**src/rtl/weight_replay_buffer.sv**
```systemverilog
// weight_replay_buffer: ping-pong coefficient store that loads a kernel from one FIFO
// and replays it REPLAY times to another while the next kernel loads.
module weight_replay_buffer #(
    parameter int COEFF_WIDTH = 16,
    parameter int KERN_SIZE   = 9,
    parameter int REPLAY      = 4
) (
    input  logic                   ap_clk,
    input  logic                   ap_rst,
    input  logic [COEFF_WIDTH-1:0] input_V_dout,
    input  logic                   input_V_empty_n,
    output logic                   input_V_read,
    output logic [COEFF_WIDTH-1:0] output_V_din,
    input  logic                   output_V_full_n,
    output logic                   output_V_write,
    output logic                   kernel_done
);
    localparam int AW = KERN_SIZE > 1 ? $clog2(KERN_SIZE) : 1;
    localparam int RW = REPLAY > 1 ? $clog2(REPLAY) : 1;
    localparam logic [AW-1:0] A_LAST = AW'(KERN_SIZE - 1);
    localparam logic [RW-1:0] R_LAST = RW'(REPLAY - 1);

    logic [COEFF_WIDTH-1:0] mem_q [2][KERN_SIZE];
    logic [1:0]    full_q, full_d;
    logic          wb_q, wb_d, rb_q, rb_d;
    logic [AW-1:0] wa_q, wa_d, ra_q, ra_d;
    logic [RW-1:0] rc_q, rc_d;
    logic          wa_last, ra_last, rc_last, load_done;

    always_comb begin
        input_V_read   = input_V_empty_n & ~full_q[wb_q] & ~ap_rst;
        output_V_write = full_q[rb_q] & output_V_full_n & ~ap_rst;
        output_V_din   = output_V_write ? mem_q[rb_q][ra_q] : '0;
        wa_last        = wa_q == A_LAST;
        ra_last        = ra_q == A_LAST;
        rc_last        = rc_q == R_LAST;
        load_done      = input_V_read & wa_last;
        kernel_done    = output_V_write & ra_last & rc_last;
        wa_d           = input_V_read ? (wa_last ? '0 : wa_q + 1'b1) : wa_q;
        wb_d           = wb_q ^ load_done;
        ra_d           = output_V_write ? (ra_last ? '0 : ra_q + 1'b1) : ra_q;
        rc_d           = (output_V_write & ra_last) ? (rc_last ? '0 : rc_q + 1'b1) : rc_q;
        rb_d           = rb_q ^ kernel_done;
        // load and release always target different banks, so both updates can land together
        full_d         = full_q;
        if (load_done) full_d[wb_q] = 1'b1;
        if (kernel_done) full_d[rb_q] = 1'b0;
    end

    always_ff @(posedge ap_clk) begin
        if (ap_rst) begin
            full_q <= '0;
            wb_q   <= 1'b0;
            rb_q   <= 1'b0;
            wa_q   <= '0;
            ra_q   <= '0;
            rc_q   <= '0;
        end else begin
            full_q <= full_d;
            wb_q   <= wb_d;
            rb_q   <= rb_d;
            wa_q   <= wa_d;
            ra_q   <= ra_d;
            rc_q   <= rc_d;
        end
    end

    // coefficient storage is deliberately left out of reset
    always_ff @(posedge ap_clk) begin
        if (input_V_read) mem_q[wb_q][wa_q] <= input_V_dout;
    end
endmodule

```
**config.mk**
```make
export PLATFORM = sky130hd
export DESIGN_NAME = weight_replay_buffer
export DESIGN_NICKNAME = d
export VERILOG_FILES = /design/src/rtl/weight_replay_buffer.sv
export SDC_FILE = /design/constraint.sdc
export NUM_CORES = 1
export LEC_CHECK = 0
export CAP_MARGIN = 20
export CORE_ASPECT_RATIO = 0.5
export CORE_MARGIN = 2
export CORE_UTILIZATION = 40
export DETAILED_ROUTE_END_ITERATION = 7
export SLEW_MARGIN = 30
export SYNTH_ARGS = -nofsm -noshare
export SYNTH_HDL_FRONTEND = slang
export SYNTH_SLANG_ARGS = --single-unit
```
**constraint.sdc**
```tcl
create_clock -name ap_clk -period 6.25 [get_ports ap_clk]
set_input_delay 1.25 -clock ap_clk [delete_from_list [all_inputs] [get_ports ap_clk]]
set_output_delay 1.25 -clock ap_clk [all_outputs]
set_load 0.1 [all_outputs]
```
==> impl_metrics.env <==
export IMPL_portBuffers=38
export IMPL_synth_top_cells_by_area="edfxtp_1 72%, mux2i_1 7.8%, mux4_2 6.4%"
export IMPL_routed_via_density=5.42
export IMPL_cts_hold_buffers_added=0
export IMPL_path_max_fanout=16
export IMPL_grt_setup_unrepaired="no"
export IMPL_fin_crit_sh_pct=79.1
export IMPL_clk_path_buf_depth=3
export IMPL_synthArstFlopShare_pct=0
export IMPL_p_leak_nw=4.12
export IMPL_ir_worst_vdd_mv=0.157
export IMPL_arrival_ps=3690
export IMPL_vias=5895
export IMPL_hold_violations=0
export IMPL_detail_route_wl_per_cell_um=23.5
export IMPL_ys_seq_area_share_pct=74.7
export IMPL_cp_end_kind="primary output"
export IMPL_grt_max_degree=55
export IMPL_timing_setup_critical_path_class="input pin to primary output"
export IMPL_io_pins=39
export IMPL_synth_nets=642
export IMPL_finalMaxSlewViolations=0
export IMPL_fin_crit_ps=4940
export IMPL_ctsResizeCount=0
export IMPL_run_status="finished, final reports clean"
export IMPL_synth_commonest_cells="288 x edfxtp_1, 93 x mux2i_1, 34 x mux4_2"
export IMPL_tns_ps=0
export IMPL_max_freq_ghz=0.202
export IMPL_grt_antenna_before_repair=0
export IMPL_place_congestion=0.736
export IMPL_cts_buffers=28
export IMPL_synth_main_ff_cell="edfxtp_1"
export IMPL_ys_ff_latch=302
export IMPL_drt_pass1_iter_count=5
export IMPL_antenna_cells=0
export IMPL_area_growth_pct=14.9
export IMPL_insertion_delay_ps=540
export IMPL_hold_path_class="flop to flop"
export IMPL_cts_sinks=302
export IMPL_synth_cells=613
export IMPL_dp_hpwl_um=15600
export IMPL_grt_use_total_pct=16.5
export IMPL_postCtsSetupBuffers=0
export IMPL_clk_pin_slew_ps=60
export IMPL_required_ps=5000
export IMPL_power_mw=3.95
export IMPL_htreeDepth=1
export IMPL_yosysWarnings=0
export IMPL_setup_viol=0
export IMPL_drive_gt1_share_pct=21.7
export IMPL_worst_pin_slew_ps=998
export IMPL_yosysTopAreaCellShare_pct=72.4
export IMPL_die_w_um=248
export IMPL_nets=706
export IMPL_dieArea_um2=31400
export IMPL_synth_largest_area_cell="edfxtp_1"
export IMPL_yosysMostFrequentCell="edfxtp_1"
export IMPL_postRouteAntennaNets=0
export IMPL_synth_area_um2=12000
export IMPL_max_cap_violations=0
export IMPL_die_h_um=126
export IMPL_synth_cell_types=41
export IMPL_grt_pass1_wl_um=37900
export IMPL_slew_headroom_pct=33.2
export IMPL_start_util_pct=41.0
export IMPL_overflow=0
export IMPL_route_detailed_drc=0
export IMPL_cts_root_buffer="clkbuf_16"
export IMPL_critPathLaunchType="input pin"
export IMPL_syn_area_per_cell_um2=19.5
export IMPL_totalWireLength_um=25600
export IMPL_synth_edf_count=288
export IMPL_initialDrtViolationCount=627
export IMPL_grt_pass1_vias=5906
export IMPL_cts_tree="done"
export IMPL_p_per_area_nw_per_um2=287
export IMPL_core_area_um2=29200
export IMPL_rows=44
export IMPL_skew_ps=9.67
[cell families after synthesis]
| group | count (synthesis) | share of synthesized area (%) |
|---|---|---|
| compound gates | 52 | 3.89 |
| xor+xnor | 7 | 0.513 |
| fa+ha+maj | 9 | 0.942 |
| buf+inv | 37 | 1.62 |
| flops | 302 | 74.7 |
| mux | 130 | 14.6 |
| simple gates | 76 | 3.72 |
[cells in the final DEF (no fill, tap or decap), types with 3 or more instances in the layout]
cell type          n
ha_1               8
o221ai_1           6
edfxtp_1         288
nor3_1             5
clkinv_1           8
nand2_1            7
clkdlybuf4s50_1   20
mux4_2            34
nand3_1           16
xnor2_1            6
clkbuf_16         29
inv_1              7
nor4_4             3
mux2i_1           93
buf_4             43
nand2b_1           4
nor2_1            15
a22oi_1           30
nor2_2             9
clkinv_2           5
clkbuf_1           4
o221ai_2          10
dfxtp_1           12
[cell type report]
type | count | area, um^2
clock buffer | 33 | 741
clock inverter | 17 | 140
inverter | 7 | 26.3
sequential | 302 | 8930
tap | 391 | 489
timing repair buffer | 64 | 543
fill | 2451 | 15400
multi-input combinational | 274 | 2860
[critical path: stages]
cell and delay, ps:
clkdlybuf4s50_1 480, nand2b_2 310, or4_2 1010, o221ai_1 300, buf_4 340
[power breakdown]
| part | internal, mW | total (mW) | leakage, nW | switching (mW) |
|---|---|---|---|---|
| registers | 2.23 | 2.23 | 2.71 | 0.00380 |
| logic | 0.0227 | 0.0739 | 0.977 | 0.0512 |
| clock network | 0.929 | 1.64 | 0.434 | 0.714 |
[flip-flops by register name (all words and copies together) (netlist names)]
register	cells
wa_q	4
ra_q	4
mem_q	288
rb_q	1
full_q	2
rc_q	2
wb_q	1
[worst paths after layout]
kind                   startpoint                endpoint  slack [ps]  cells after the start
min reg2reg  rc_q[1]$_SDFFE_PP0N_    rc_q[1]$_SDFFE_PP0N_         530                      2
min          rc_q[1]$_SDFFE_PP0N_    rc_q[1]$_SDFFE_PP0N_         530                      2
max reg2reg       wb_q$_SDFF_PP0_  mem_q[1][93]$_DFFE_PP_        3620                      4
max                        ap_rst         output_V_din[3]        1310                      5
[per-stage QoR]
stage | std cells | setup slack (ps) | utilization (%) | hold slack (ps) | cell area (um^2)
finish | 1088 | 1310 | 47.1 | 534 | 13700
global route | 1088 | 1210 | 47.1 | 572 | 13700
CTS | 1088 | 1270 | 47.1 | 554 | 13700
detailed placement | 1038 | 1270 | 44.0 | 538 | 12800
global placement | 1038 | 1210 | 44.0 | 478 | 12800
floorplan | 613 | 867 | - | 465 | 12000
[layer usage]
metal  up-vias  wire length (um)  global-route usage [%]  share of wire, %
li1       2622                 -                       -                 -
met5         -                 0                       0                 0
met2       121             11700                    25.2                46
met3        34              1180                    3.27               4.6
met4         0               363                    3.31               1.4
met1      3118             12400                    24.6                48
Power figures use the tool's default switching activity.
